[src/rtl/ds1302_xfer.sv]
// ds1302_xfer: DS1302 3-wire transfer engine (command byte, then single or burst data bytes).
// Burst/len handling is built only when DS1302_BURST_EN is defined; otherwise every transfer is one byte.
module ds1302_xfer #(
  parameter int CLK_DIV   = 50,
  parameter int MAX_BYTES = 31,
  localparam int LEN_W    = $clog2(MAX_BYTES + 1)
) (
  input  logic             clk,
  input  logic             rst,
  input  logic             start,
  input  logic             rw,
  input  logic             ram_sel,
  input  logic [4:0]       addr,
  input  logic             burst,
  input  logic [LEN_W-1:0] len,
  input  logic [7:0]       wdata,
  output logic             wready,
  output logic [7:0]       rdata,
  output logic             rvalid,
  output logic             busy,
  output logic             done,
  output logic             ce,
  output logic             sclk,
  output logic             io_oe,
  output logic             io_out,
  input  logic             io_in
);

  // state   | meaning
  // IDLE    | waiting for start, all pins low
  // SETUP   | ce high, cmd bit0 on io, sclk low for one half-period
  // CMD     | shifting the 8 command bits out
  // WDATA   | shifting write bytes out, wready per byte
  // RDATA   | io released, sampling io_in on sclk rise
  // HOLD    | sclk low for one half-period before ce drops
  // RECOVER | ce low for 2*CLK_DIV cycles, done on the last one
  typedef enum logic [2:0] {
    IDLE, SETUP, CMD, WDATA, RDATA, HOLD, RECOVER
  } state_t;

  localparam int DIV_W = $clog2(2 * CLK_DIV);
  localparam logic [DIV_W-1:0] HALF_TC = DIV_W'(CLK_DIV - 1);
  localparam logic [DIV_W-1:0] REC_TC  = DIV_W'(2 * CLK_DIV - 1);

  state_t           state_q, state_d;
  logic [DIV_W-1:0] div_q, div_d;
  logic [2:0]       bit_q, bit_d;
  logic [LEN_W-1:0] left_q, left_d;
  logic [7:0]       shift_q, shift_d;
  logic             rw_q, rw_d;
  logic             ce_q, ce_d;
  logic             sclk_q, sclk_d;
  logic             oe_q, oe_d;
  logic             io_out_q, io_out_d;
  logic [7:0]       rdata_q, rdata_d;
  logic             rvalid_q, rvalid_d;

  logic             burst_eff;
  logic [LEN_W-1:0] len_eff;
  logic [7:0]       cmd;
  logic             tc;

`ifdef DS1302_BURST_EN
  localparam logic [LEN_W-1:0] MAX_L = LEN_W'(MAX_BYTES);
  always_comb begin
    burst_eff = burst;
    if (len == '0)        len_eff = LEN_W'(1);
    else if (len > MAX_L) len_eff = MAX_L;
    else                  len_eff = len;
  end
`else
  logic unused_burst;
  assign unused_burst = ^{burst, len};
  assign burst_eff    = 1'b0;
  assign len_eff      = LEN_W'(1);
`endif

  assign cmd = {1'b1, ram_sel, (burst_eff ? 5'h1F : addr), rw};
  assign tc  = (div_q == '0);

  always_comb begin
    state_d  = state_q;
    div_d    = div_q;
    bit_d    = bit_q;
    left_d   = left_q;
    shift_d  = shift_q;
    rw_d     = rw_q;
    ce_d     = ce_q;
    sclk_d   = sclk_q;
    oe_d     = oe_q;
    io_out_d = io_out_q;
    rdata_d  = rdata_q;
    rvalid_d = 1'b0;
    wready   = 1'b0;
    done     = 1'b0;
    if (div_q != '0) div_d = div_q - DIV_W'(1);

    unique case (state_q)
      IDLE: begin
        if (start) begin
          state_d  = SETUP;
          div_d    = HALF_TC;
          rw_d     = rw;
          left_d   = len_eff - LEN_W'(1);
          shift_d  = cmd;
          ce_d     = 1'b1;
          oe_d     = 1'b1;
          io_out_d = cmd[0];
          sclk_d   = 1'b0;
        end
      end
      SETUP: begin
        if (tc) begin
          state_d = CMD;
          div_d   = HALF_TC;
          bit_d   = 3'd7;
        end
      end
      CMD, WDATA, RDATA: begin
        if (tc) begin
          div_d  = HALF_TC;
          sclk_d = ~sclk_q;
          if (!sclk_q) begin
            // rising edge: read bits are captured here, write bits are already stable
            if (state_q == RDATA) begin
              shift_d = {io_in, shift_q[7:1]};
              if (bit_q == 3'd0) begin
                rdata_d  = {io_in, shift_q[7:1]};
                rvalid_d = 1'b1;
              end
            end
          end else if (bit_q != 3'd0) begin
            bit_d = bit_q - 3'd1;
            if (state_q != RDATA) begin
              shift_d  = {1'b0, shift_q[7:1]};
              io_out_d = shift_q[1];
            end
          end else begin
            bit_d = 3'd7;
            if (state_q == CMD) begin
              if (rw_q) begin
                state_d  = RDATA;
                oe_d     = 1'b0;
                io_out_d = 1'b0;
              end else begin
                state_d  = WDATA;
                wready   = 1'b1;
                shift_d  = wdata;
                io_out_d = wdata[0];
              end
            end else if (left_q == '0) begin
              state_d = HOLD;
            end else begin
              left_d = left_q - LEN_W'(1);
              if (state_q == WDATA) begin
                wready   = 1'b1;
                shift_d  = wdata;
                io_out_d = wdata[0];
              end
            end
          end
        end
      end
      HOLD: begin
        if (tc) begin
          state_d  = RECOVER;
          div_d    = REC_TC;
          ce_d     = 1'b0;
          oe_d     = 1'b0;
          io_out_d = 1'b0;
        end
      end
      RECOVER: begin
        if (tc) begin
          done    = 1'b1;
          state_d = IDLE;
        end
      end
      default: state_d = IDLE;
    endcase
  end

  always_ff @(posedge clk or posedge rst) begin
    if (rst) begin
      state_q  <= IDLE;
      div_q    <= '0;
      bit_q    <= '0;
      left_q   <= '0;
      shift_q  <= '0;
      rw_q     <= 1'b0;
      ce_q     <= 1'b0;
      sclk_q   <= 1'b0;
      oe_q     <= 1'b0;
      io_out_q <= 1'b0;
      rdata_q  <= '0;
      rvalid_q <= 1'b0;
    end else begin
      state_q  <= state_d;
      div_q    <= div_d;
      bit_q    <= bit_d;
      left_q   <= left_d;
      shift_q  <= shift_d;
      rw_q     <= rw_d;
      ce_q     <= ce_d;
      sclk_q   <= sclk_d;
      oe_q     <= oe_d;
      io_out_q <= io_out_d;
      rdata_q  <= rdata_d;
      rvalid_q <= rvalid_d;
    end
  end

  assign busy   = (state_q != IDLE);
  assign ce     = ce_q;
  assign sclk   = sclk_q;
  assign io_oe  = oe_q;
  assign io_out = io_out_q;
  assign rdata  = rdata_q;
  assign rvalid = rvalid_q;

endmodule
[config.mk]
export PLATFORM = sky130hd
export DESIGN_NAME = ds1302_xfer
export DESIGN_NICKNAME = d
export VERILOG_FILES = /design/src/rtl/ds1302_xfer.sv
export SDC_FILE = /design/constraint.sdc
export NUM_CORES = 1
export LEC_CHECK = 0
export ABC_AREA = 1
export CAP_MARGIN = 40
export CORE_UTILIZATION = 35
export DETAILED_ROUTE_END_ITERATION = 10
export DONT_BUFFER_PORTS = 1
export PLACE_DENSITY_LB_ADDON = 0.12
export RECOVER_POWER = 100
export SYNTH_ARGS = -nofsm -noshare
export SYNTH_HDL_FRONTEND = slang
export SYNTH_SLANG_ARGS = --single-unit
[constraint.sdc]
create_clock -name clk -period 2.1 [get_ports clk]
set_clock_uncertainty 0.15 [all_clocks]
set_input_delay 0.42 -clock clk [delete_from_list [all_inputs] [get_ports clk]]
set_output_delay 0.42 -clock clk [all_outputs]
set_load 0.01 [all_outputs]
# --- Yosys cells after proc, flatten, opt, wreduce, memory -nomap -nowiden ---
# Index checks and enable logic that the tools add are counted.
word_totals:
  regBits: 40
  latch_bits: 0
  ramBits: 0
  mem_bits_ro: 0
  inputBits: 25
  out_inout_bits: 16
  word_cells: 142
  memories: 0
classes:
  addsub: 3
  n_mul: 0
  n_div: 0
  magnitude_cmp: 0
  eq_ne: 27
  n_shift: 0
  muxes: 76
  n_bitwise: 1
  reduce_logical: 23
ops:
  columns: ["op", "count"]
  rows:
  - ["8-bit two-way mux", 10]
  - ["3-bit two-way mux", 14]
  - ["1-bit two-way mux", 33]
  - ["8-bit AND reduction", 4]
  - ["5-bit two-way mux", 6]
  - ["7-bit two-way mux", 4]
  - ["2-bit inequality test (second input constant)", 11]
  - ["7-bit one-hot mux with 3 select lines", 1]
  - ["8-bit one-hot mux with 2 select lines", 1]
  - ["5-bit inequality test (second input constant)", 3]
  - ["3-bit one-hot mux with 5 select lines", 1]
  - ["3-bit inequality test (second input constant)", 4]
  - ["4-bit inequality test (second input constant)", 3]
  - ["5-bit one-hot mux with 2 select lines", 1]
  - ["3-bit equality test (second input constant)", 3]
  - ["3-bit nonzero test", 3]
  - ["7-bit zero test", 1]
  - ["7-bit AND reduction", 1]
  - ["7-bit nonzero test", 1]
  - ["7-bit by 1-bit subtractor with 7-bit output (second input constant)", 1]
  - ["3-bit by 2-bit equality test with 1-bit output (second input constant)", 2]
  - ["3-bit zero test", 2]
  - ["1-bit one-hot mux with 3 select lines", 2]
  - ["3-bit one-hot mux with 2 select lines", 1]
  - ["other kinds (13)", 17]

# --- Longest topological paths before layout ---
logic_depth:
  word_depth: 8
  ltp_mapped: 12
  depth_no_buf: 11

# --- Worst setup path after synthesis ---
# OpenSTA, ideal clock, no wires.
synth_path:
  kind: "register to output"
  start: "register div_q[0]"
  end: "output done"
  t_arrival_ps: 1349
  required_ps: 1530
  setup_slack_ps: 181
  path_stages_with_launch: 8
  n_path_buf: 1
  path_cell_list: "dfrtp_1 -> inv_1 -> ha_1 -> inv_1 -> nor2_1 -> nand3_1 -> buf_2 -> nor4_1"
synth_via:
  elab_chain_cells: 3
synth_lines:
  columns: ["item", "line_no", "rtl"]
  rows:
  - ["from (decl)", "46", "logic [DIV_W-1:0] div_q, div_d;"]
  - ["from (signal assigned)", "199", "div_q <= div_d;"]
  - ["7-bit zero test", "79", "assign tc = (div_q == '0);"]
  - ["1-bit two-way mux", "174", "if (tc) begin"]
  - ["1-bit two-way mux", "98", "unique case (state_q)"]
  - ["to (decl)", "21", "output logic done,"]
# No other way between the ends.

# --- Worst setup path in the final report ---
# Ends and elaborated chain as after synthesis.

==> flow_metrics.env <==
export IMPL_synth_warning_count=0
export IMPL_yosys_top_cells_count="nand2_1, dfrtp_1, nand3_1"
export IMPL_rows=30
export IMPL_report_final_slew_viol_count=0
export IMPL_synth_main_ff_cell="dfrtp_1"
export IMPL_async_flop_share_pct=100
export IMPL_ys_ff_latch=39
export IMPL_syn_avg_cell_area_um2=7.13
export IMPL_timing_final_crit_period_ps=2050
export IMPL_crit_buf_inv=3
export IMPL_tightest_slew_ps=988
export IMPL_fin_crit_sh_pct=97.5
export IMPL_dieWidth_um=85.7
export IMPL_core_um2=6790
export IMPL_start_kind="flip-flop"
export IMPL_grt_overflow=0
export IMPL_synth_nets=378
export IMPL_cts_made_buffers=5
export IMPL_gp_congestion=0.860
export IMPL_remaining_drc_errors=0
export IMPL_fin_nets=401
export IMPL_cpMaxStageDelayCell="dfrtp_1"
export IMPL_hold_ws_ps=107
export IMPL_power_uw=4750
export IMPL_max_slew_margin_pct=34.1
export IMPL_max_cap_violations=0
export IMPL_status="finished clean"
export IMPL_path_class="flip-flop to output port"
export IMPL_cp_required_ps=1530
export IMPL_end_kind="output port"
export IMPL_syn_inst=344
export IMPL_worstSkewPairLatency_ps=290
export IMPL_clk_pin_slew_ps=80
export IMPL_grt_first_pass_wirelength_um=10100
export IMPL_htree_levels=2
export IMPL_routed_via_count=2188
export IMPL_setup_viol=0
export IMPL_crit_chain="inv_2 > ha_4 > inv_2 > nor2_4 > nand3_4 > nor4_2 > buf_4"
export IMPL_tritoncts="done"
export IMPL_die_h_um=85.7
export IMPL_cpLargestDelayFamily="flip-flops"
export IMPL_grt_start_max_net_pins=40
export IMPL_power_density_nw_per_um2=1630
export IMPL_dieArea_um2=7340
export IMPL_layout_drive_gt1_share_pct=19.3
export IMPL_drt_iter0_drc=89
export IMPL_synth_largest_area_cell="dfrtp_1"
export IMPL_synth_cell_types=30
export IMPL_synth_top_area_share_pct=39.8
export IMPL_wl_um=5920
export IMPL_max_vdd_ir_drop_v=0.000689
export IMPL_synth_area_um2=2450
export IMPL_port_buffers=0
export IMPL_antenna_cells=0
export IMPL_rsz0062_at_grt="yes"
export IMPL_antenna_left=0
export IMPL_vias_per_cell=4.72
export IMPL_clock_sinks=39
export IMPL_met1_length_um=2990
export IMPL_area_growth_pct=18.7
export IMPL_grt_pass1_vias=2219
export IMPL_synth_most_common_cell="nand2_1"
export IMPL_finalHoldViolCount=0
export IMPL_ys_seq_area_share_pct=39.8
export IMPL_critPathMostFrequentCell="inv_2"
export IMPL_top_layer="met4"
export IMPL_cp_max_fo=5
export IMPL_synthTopCellsByArea="dfrtp_1, nand2_1, nand3_1, ha_1, inv_1"
export IMPL_dr_wl_met3_um=197
export IMPL_ios=41
export IMPL_worstPathArrival_ps=1480
export IMPL_start_util_pct=36.1
export IMPL_synth_edff_count=0
export IMPL_first_pass_iters=4
export IMPL_critPathMaxStageDelay_ps=390
export IMPL_hp_class="primary input to flip-flop"
export IMPL_antenna_found_initial=0
export IMPL_dp_hpwl_um=4240
export IMPL_clock_path_buffers=2
export IMPL_max_freq_mhz=488
export IMPL_cts_root_buffer="clkbuf_8"
export IMPL_leakagePower_uw=0.00150
export IMPL_wl_per_cell_um=12.8
export IMPL_grt_use_total_pct=17.6
export IMPL_wl_met2_um=2680
cell usage in the layout (no fill, tap or decap), types with 2 or more instances in the layout:
cell type  instances
buf_4             20
nand3_2            2
inv_2              9
o21ai_0           15
nor2_4             4
nand2_2            6
nor2_2             6
nand3_4            2
inv_1             23
clkbuf_8           5
nor3_1             5
xor2_1             6
dfrtp_2            3
nand2_1          138
a21oi_1            8
o21ai_1            5
nor2_1            12
a21boi_0           2
o211ai_1           2
nand3_1           27
nand2_4            3
nand4_1            5
xnor2_1            2
dfrtp_1           36
ha_1               7
state kept, by name, summed over array words and instances (netlist names):
name / count
rdata: 8
div_q: 7
shift_q: 7
left_q: 5
bit_q: 3
state_q: 3
ce: 1
io_oe: 1
io_out: 1
rvalid: 1
rw_q: 1
sclk: 1
cell type report:
cell class | instances | area [um^2]
clock buffers | 5 | 68.8
multi-input cells | 265 | 1400
repair buffers | 23 | 169
well taps | 96 | 120
clock inverters | 3 | 43.8
fillers | 673 | 3880
inverters | 33 | 124
flip-flops and latches | 39 | 980
power breakdown:
| group | switching [uW] | internal [uW] | leakage [uW] |
|---|---|---|---|
| sequential | 284 | 1070 | 0.000490 |
| clock | 287 | 354 | 0.0000581 |
| combinational | 1720 | 1030 | 0.000948 |
kinds of logic after synthesis:
kind of cell / count (synthesis) / synth area share, %
adder cells (fa/ha/maj): 9 / 4.59
AND/OR/NAND/NOR: 215 / 38.6
AO/OA/AOI/OAI: 33 / 7.30
buffers and inverters: 40 / 6.84
flip-flops: 39 / 39.8
XOR/XNOR: 8 / 2.86
layer usage:
layer  global-route usage (%)  vias to the layer above
met5                        0                        -
met3                     3.66                        6
li1                         -                     1146
met2                     27.6                       33
met1                     24.2                     1003
met4                     5.76                        0
timing repair:
action,4_1_cts,5_1_grt
endpoints found under the setup margin,2,5
hold buffers,1,0
pin swaps,1,2
gates resized for setup,14,14
setup buffers,4,3
endpoints found under the hold margin,5,0
per-stage QoR:
| stage | instance area (um^2) | utilization, % | cells | TNS [ps] | worst slack, ps |
|---|---|---|---|---|---|
| 3_3_place_gp | 2640 | 38.9 | 448 | 0 | 79.9 |
| 2_1_floorplan | 2450 | - | 344 | 0 | 181 |
| 4_1_cts | 2830 | 41.7 | 461 | 0 | 5.36 |
| 6_report | 2910 | 42.8 | 464 | 0 | 52.6 |
| 5_1_grt | 2910 | 42.8 | 464 | -49.7 | -29.1 |
| 3_5_place_dp | 2640 | 38.9 | 448 | 0 | 75.2 |
path summary, 6_finish.rpt:
kind / startpoint / endpoint / slack (ps) / depth (start not counted)
setup / recovery: div_q[0]$_DFF_PP0_ / done / 50 / 7
hold / removal: rw / rw_q$_DFFE_PP0P_ / 110 / 2
setup reg to reg: div_q[0]$_DFF_PP0_ / state_q[1]$_DFFE_PP0P_ / 150 / 13
hold reg to reg: left_q[4]$_DFFE_PP0P_ / left_q[4]$_DFFE_PP0P_ / 350 / 2
max in group asynchronous: rst / state_q[1]$_DFFE_PP0P_ / 400 / 3
min in group asynchronous: rst / rdata[7]$_DFFE_PP0P_ / 730 / 3
worst reg2reg max path, delay by kind of cell (launching register included):
family,cells,cell delay (ps)
fa+ha+maj,1,140
flops,1,390
simple gates,8,730
buf+inv,4,420
Note: power is estimated with default switching activity, not from simulation.
